`src/rtl/associate_pkg.sv`:
```
// Shared types and constants for the associate neuron trainer.
// Sample word layout is {target[15:0], args[8*N-1:0]}.
package associate_pkg;

    typedef enum logic [3:0] {
        S_IDLE,
        S_FETCH,
        S_ARG,
        S_RES,
        S_OUT,
        S_ERR,
        S_FBK,
        S_NEXT,
        S_DONE
    } state_e;

    localparam logic signed [15:0] SAT16_MAX = 16'sh7FFF;
    localparam logic signed [15:0] SAT16_MIN = 16'sh8000;
    localparam int                 LOSS_W    = 24;
    localparam int                 ARG_LSB   = 0;
    localparam int                 TGT_W     = 16;

    function automatic int tgt_lsb(input int n);
        return 8 * n;
    endfunction

endpackage

```
`src/rtl/sat_sub16.sv`:
```
// Combinational a - b on 16-bit signed operands, clamped to the 16-bit range,
// plus the magnitude of the clamped result (-32768 maps to 16'h8000).
module sat_sub16
    import associate_pkg::*;
(
    input  logic signed [15:0] i_a,
    input  logic signed [15:0] i_b,
    output logic signed [15:0] o_diff,
    output logic        [15:0] o_abs
);

    logic signed [16:0] w_wide;
    logic               w_ovf;

    assign w_wide = {i_a[15], i_a} - {i_b[15], i_b};
    // top two bits disagree only when the 17-bit result leaves the 16-bit range
    assign w_ovf  = w_wide[16] ^ w_wide[15];
    assign o_diff = w_ovf ? (w_wide[16] ? SAT16_MIN : SAT16_MAX) : w_wide[15:0];
    assign o_abs  = o_diff[15] ? ((~o_diff) + 16'd1) : o_diff;

endmodule

```
`src/rtl/associate_trainer.sv`:
```
// Sequencer feeding samples to one associate neuron for inference or online
// training; tracks epochs and per-epoch absolute-error loss.
module associate_trainer
    import associate_pkg::*;
#(
    parameter int N      = 2,
    parameter int EPOCHS = 16
) (
    input  logic                i_clk,
    input  logic                i_rst_n,
    input  logic                i_start,
    input  logic                i_train,
    output logic                o_busy,
    output logic                o_done,
    output logic [LOSS_W-1:0]   o_loss,
    output logic [15:0]         o_epoch,
    input  logic                i_smp_stb,
    output logic                o_smp_rdy,
    input  logic [8*N+15:0]     i_smp_dat,
    input  logic                i_smp_lst,
    output logic                o_arg_stb,
    input  logic                i_arg_rdy,
    output logic [8*N-1:0]      o_arg_dat,
    input  logic                i_res_stb,
    output logic                o_res_rdy,
    input  logic [15:0]         i_res_dat,
    output logic                o_err_stb,
    input  logic                i_err_rdy,
    output logic [15:0]         o_err_dat,
    input  logic                i_fbk_stb,
    output logic                o_fbk_rdy,
    input  logic [16*N-1:0]     i_fbk_dat,
    output logic                o_en,
    output logic                o_out_stb,
    input  logic                i_out_rdy,
    output logic [15:0]         o_out_dat
);

    localparam int TGT_LSB = tgt_lsb(N);

    state_e                r_state, w_next;
    logic signed [15:0]    r_tgt;
    logic                  r_lst;
    logic [15:0]           r_abs;
    logic [LOSS_W-1:0]     r_acc, r_loss;
    logic [15:0]           r_epoch;
    logic                  r_en;
    logic                  r_arg_stb, r_err_stb, r_out_stb;
    logic [8*N-1:0]        r_arg_dat;
    logic [15:0]           r_err_dat, r_out_dat;

    logic                  w_smp_hs, w_arg_hs, w_res_hs, w_err_hs, w_fbk_hs, w_out_hs;
    logic signed [15:0]    w_diff;
    logic [15:0]           w_abs;
    logic [LOSS_W:0]       w_sum;
    logic [LOSS_W-1:0]     w_acc_sat;
    logic [15:0]           w_epoch_inc;
    logic                  w_last_ep;
    logic                  w_unused;

    // feedback is drained but carries nothing this block needs
    assign w_unused = ^i_fbk_dat;

    assign w_smp_hs = (r_state == S_FETCH) && i_smp_stb;
    assign w_arg_hs = r_arg_stb && i_arg_rdy;
    assign w_res_hs = (r_state == S_RES) && i_res_stb;
    assign w_err_hs = r_err_stb && i_err_rdy;
    assign w_fbk_hs = (r_state == S_FBK) && i_fbk_stb;
    assign w_out_hs = r_out_stb && i_out_rdy;

    sat_sub16 u_sub (
        .i_a    (r_tgt),
        .i_b    (i_res_dat),
        .o_diff (w_diff),
        .o_abs  (w_abs)
    );

    assign w_sum       = {1'b0, r_acc} + {{(LOSS_W-16+1){1'b0}}, r_abs};
    assign w_acc_sat   = w_sum[LOSS_W] ? {LOSS_W{1'b1}} : w_sum[LOSS_W-1:0];
    assign w_epoch_inc = r_epoch + 16'd1;
    assign w_last_ep   = (w_epoch_inc == 16'(EPOCHS));

    always_ff @(posedge i_clk or negedge i_rst_n) begin
        if (!i_rst_n) r_state <= S_IDLE;
        else          r_state <= w_next;
    end

    always_comb begin
        w_next = r_state;
        case (r_state)
            S_IDLE:  if (i_start)  w_next = S_FETCH;
            S_FETCH: if (w_smp_hs) w_next = S_ARG;
            S_ARG:   if (w_arg_hs) w_next = S_RES;
            S_RES:   if (w_res_hs) w_next = r_en ? S_ERR : S_OUT;
            S_OUT:   if (w_out_hs) w_next = S_NEXT;
            S_ERR:   if (w_err_hs) w_next = S_FBK;
            S_FBK:   if (w_fbk_hs) w_next = S_NEXT;
            S_NEXT: begin
                if (r_lst && (!r_en || w_last_ep)) w_next = S_DONE;
                else                               w_next = S_FETCH;
            end
            S_DONE:  w_next = S_IDLE;
            default: w_next = S_IDLE;
        endcase
    end

    always_ff @(posedge i_clk or negedge i_rst_n) begin
        if (!i_rst_n) begin
            r_tgt     <= '0;
            r_lst     <= 1'b0;
            r_abs     <= '0;
            r_acc     <= '0;
            r_loss    <= '0;
            r_epoch   <= '0;
            r_en      <= 1'b0;
            r_arg_stb <= 1'b0;
            r_err_stb <= 1'b0;
            r_out_stb <= 1'b0;
            r_arg_dat <= '0;
            r_err_dat <= '0;
            r_out_dat <= '0;
        end else begin
            if (r_state == S_IDLE && i_start) begin
                r_en    <= i_train;
                r_epoch <= '0;
                r_acc   <= '0;
            end
            if (w_smp_hs) begin
                r_arg_dat <= i_smp_dat[ARG_LSB +: 8*N];
                r_tgt     <= i_smp_dat[TGT_LSB +: TGT_W];
                r_lst     <= i_smp_lst;
                r_arg_stb <= 1'b1;
            end else if (w_arg_hs) begin
                r_arg_stb <= 1'b0;
            end
            // magnitude is kept so inference runs still report loss
            if (w_res_hs) begin
                r_abs <= w_abs;
                if (r_en) begin
                    r_err_stb <= 1'b1;
                    r_err_dat <= w_diff;
                end else begin
                    r_out_stb <= 1'b1;
                    r_out_dat <= i_res_dat;
                end
            end
            if (w_err_hs) r_err_stb <= 1'b0;
            if (w_out_hs) r_out_stb <= 1'b0;
            if (w_err_hs || w_out_hs) r_acc <= w_acc_sat;
            if (r_state == S_NEXT && r_lst) begin
                r_epoch <= w_epoch_inc;
                r_loss  <= r_acc;
                r_acc   <= '0;
            end
        end
    end

    assign o_busy    = (r_state != S_IDLE);
    assign o_done    = (r_state == S_DONE);
    assign o_smp_rdy = (r_state == S_FETCH);
    assign o_res_rdy = (r_state == S_RES);
    assign o_fbk_rdy = (r_state == S_FBK);
    assign o_loss    = r_loss;
    assign o_epoch   = r_epoch;
    assign o_en      = r_en;
    assign o_arg_stb = r_arg_stb;
    assign o_arg_dat = r_arg_dat;
    assign o_err_stb = r_err_stb;
    assign o_err_dat = r_err_dat;
    assign o_out_stb = r_out_stb;
    assign o_out_dat = r_out_dat;

endmodule

```
`config.mk`:
```
export PLATFORM = sky130hd
export DESIGN_NAME = associate_trainer
export DESIGN_NICKNAME = d
export VERILOG_FILES = /design/src/rtl/associate_pkg.sv /design/src/rtl/sat_sub16.sv /design/src/rtl/associate_trainer.sv
export SDC_FILE = /design/constraint.sdc
export NUM_CORES = 1
export LEC_CHECK = 0
export ABC_AREA = 1
export CORE_ASPECT_RATIO = 0.8
export CORE_MARGIN = 2
export CORE_UTILIZATION = 52
export CTS_CLUSTER_DIAMETER = 120
export DETAILED_ROUTE_END_ITERATION = 12
export PLACE_DENSITY_LB_ADDON = 0.25
export SLEW_MARGIN = 20
export SYNTH_ARGS = -nofsm -noshare
export SYNTH_HDL_FRONTEND = slang
export SYNTH_HIERARCHICAL = 1
export SYNTH_SLANG_ARGS = --single-unit
```
`constraint.sdc`:
```
create_clock -name i_clk -period 5.3 [get_ports i_clk]
set_clock_uncertainty 0.2 [all_clocks]
set_input_delay 0.53 -clock i_clk [delete_from_list [all_inputs] [get_ports i_clk]]
set_output_delay 0.53 -clock i_clk [all_outputs]
set_load 0.05 [all_outputs]
```
==> impl_metrics.csv <==
group,metric,value,unit
sta,min_period_over_period,83.7,%
sta,finalSetupViolCount,0,
outcome,status,"complete, but fails checks",
placement,dp_slack,0.451,ns
cts,cts.sinks,153,
cts,tritoncts,"built",
sta,hold_ws,-0.0658,ns
cts,holdBufCountCts,0,
sta,tns,0,ns
worst_setup_path,slowest_stage,"clkdlybuf4s50_1",
floorplanning,fp.dieW,152,um
floorplanning,die-area,0.0186,mm2
sta,maxSlewHeadroom,39.7,%
worst_setup_path,cp.arrival,4.54,ns
finish,antenna_cells,0,
outcome,violations,"negative hold slack",
route,firstDrtPassIters,8,
synth,synth_cells,1112,
route,drt-total-wl,21600,um
cts,cts_inserted_buffers,17,
floorplanning,num_rows,43,
route,dr_wl_met2,9470,um
floorplanning,initial_core_util,52.9,%
route,topRoutingLayerUsed,"met4",
synth,postSynthAreaPerCell,8.21,um2
global_route,track_usage,24.4,%
sta,tightest_slew,0.902,ns
placement,portBuffers,155,
cts,clockBufferDepth,2,
synth,synth.distinct_cells,50,
worst_setup_path,crit_top_cell,"nand2_1",
synth,ys_seq_elements,153,
finish,multiInputGateArea,0.00461,mm2
sta,hold_viol_final,20,
finish,fillCellCount,1422,
route,routed-via-count,7922,
finish,seqCellArea,0.00383,mm2
synth,syn_area,0.00913,mm2
route,drtIter0Drc,510,
cts,cts_resized,0,
route,wl_per_cell,14.4,um
sta,fmax,225,MHz
finish,syn_to_final_growth,25.2,%
synth,ys_seq_area_share,41.9,%
worst_setup_path,reg2reg_slack,1.09,ns
cts,post-cts-setup-buffer-count,0,
cts,htree_levels,4,
route,wl_met3,1470,um
worst_setup_path,critPathKind,"input pin to flip-flop",
hold_path,hold_class,"input pin to async pin",
finish,fin_nets,1398,
placement,dp_hpwl,15800,um
worst_setup_path,worstPathMaxFanout,7,
global_route,grt_pass1_wl,37100,um
sta,rsz0062_at_grt,"no",
synth,ys_warn_count,6,
floorplanning,core-area,0.0173,mm2
global_route,antenna_found_initial,0,
worst_setup_path,endpoint_kind,"flip-flop",
sta,slew_violations,0,
route,wl_met1,10500,um
finish,layout-drive-gt1-share,11.8,%
sta,min_period,4.44,ns
floorplanning,dieHeight,123,um
cts,path_clk_slew,0.06,ns
global_route,grt-ovfl-total,0,
worst_setup_path,startpoint_type,"input pin",
worst_setup_path,cpPeakStageDelay,0.48,ns
route,avgViaCountPerCell,5.27,
worst_setup_path,crit_required,5.41,ns
sta,fin_ws,0.863,ns
worst_setup_path,ff2ff_path_depth,29,
floorplanning,io_pins,188,
job,maxCapViolCount,0,
global_route,grt_max_degree,154,
global_route,grt_pass1_vias,7739,
route,drc,0,
route,drtAntennaViolNets,0,
placement,globalplace.congestion,0.894,
cts,root_buffer,"clkbuf_16",
cts,clk_latency,0.42,ns
synth,synthesis.nets,1242,
==> layout make-up <==
cell class	count	share of cell area [%]
multi-input cells	793	40.4
flip-flops and latches	153	33.5
repair buffers	160	14.0
inverters	143	4.75
clock buffers	17	3.72
well taps	225	2.46
clock inverters	13	1.16
==> cell usage after synthesis (all sizes together) <==
cell / n / area (um2)
and2: 2 / 12.5
ha: 37 / 463
a21o: 2 / 15.0
nand4: 13 / 103
a32o: 1 / 10.0
inv: 139 / 522
dfrtp: 153 / 3830
nor2: 82 / 365
a21oi: 38 / 198
a211oi: 1 / 7.51
o2111ai: 1 / 8.76
xor2: 19 / 166
buf: 14 / 111
o21ai: 83 / 427
nand3: 62 / 355
xnor2: 9 / 78.8
a31oi: 1 / 6.26
or2: 2 / 12.5
mux2: 65 / 800
nand3b: 4 / 30.0
a21boi: 1 / 7.51
o22ai: 11 / 68.8
nor3: 9 / 50.1
o21a: 1 / 7.51
nand2: 344 / 1360
clkinv: 4 / 21.3
clkbuf: 9 / 33.8
o21bai: 3 / 22.5
fa: 2 / 40.0
==> per-layer routing <==
layer / global-route usage [%] / vias to the layer above
met2: 38.0 / 278
met3: 5.40 / 19
met4: 5.96 / 0
met5: 0 / -
li1: - / 3916
met1: 34.9 / 3709
==> cells in the final DEF, fill, tap and decap left out, types with 8 or more instances in the layout <==
cell	n
a21oi_1	36
clkbuf_16	17
clkdlybuf4s50_1	154
dfrtp_1	153
ha_1	37
inv_1	136
mux2_2	47
mux2_4	18
nand2_1	327
nand2_2	12
nand3_1	56
nand4_1	11
nor2_1	69
nor2_2	8
nor3_1	8
o21ai_0	73
o22ai_1	11
xnor2_1	9
xor2_1	19
==> metrics by stage <==
step / hold slack, ns / utilization, % / instances / instance area (um2)
floorplan: 0.0344 / - / 1112 / 9130
global placement: 0.262 / 62.9 / 1474 / 10900
detailed placement: 0.268 / 62.9 / 1474 / 10900
CTS: 0.0820 / 66.2 / 1504 / 11400
global route: 0.0731 / 66.2 / 1504 / 11400
finish: -0.0658 / 66.2 / 1504 / 11400
==> worst max-delay path: cells and delay by family <==
kind | cells | cell delay, ns
buf+inv | 8 | 0.91
simple gates | 17 | 1.66
xor+xnor | 1 | 0.21
compound gates | 2 | 0.29
fa+ha+maj | 3 | 0.95
==> registers in the layout, indices dropped and copies added, names as in the netlist, 4 cells and up <==
register	count
o_out_dat	16
r_state	4
o_arg_dat	16
r_acc	24
r_tgt	16
o_epoch	16
r_abs	16
o_loss	24
o_err_dat	16
==> final timing paths <==
check,startpoint,to
max in group asynchronous,i_rst_n,o_loss[6]$_DFFE_PN0P_
worst min-delay path,i_rst_n,o_arg_dat[3]$_DFFE_PN0P_
min in group i_clk,o_loss[11]$_DFFE_PN0P_,o_loss[11]$_DFFE_PN0P_
worst max-delay path,i_res_dat[4],r_abs[14]$_DFFE_PN0P_
worst min register to register,o_loss[11]$_DFFE_PN0P_,o_loss[11]$_DFFE_PN0P_
worst max register to register,r_tgt[4]$_DFFE_PN0P_,r_abs[14]$_DFFE_PN0P_
==> logic make-up (layout without fill, tap and decap cells) <==
| group | after synthesis | count (layout) | share of synthesized area [%] |
|---|---|---|---|
| simple gates | 518 | 518 | 25.1 |
| buf+inv | 166 | 333 | 7.54 |
| flops | 153 | 153 | 41.9 |
| compound gates | 143 | 143 | 8.52 |
| mux | 65 | 65 | 8.76 |
| fa+ha+maj | 39 | 39 | 5.51 |
| xor+xnor | 28 | 28 | 2.69 |
Power is not shown: default switching activity piles up to over one toggle a cycle in this logic, so the estimate is an artifact.
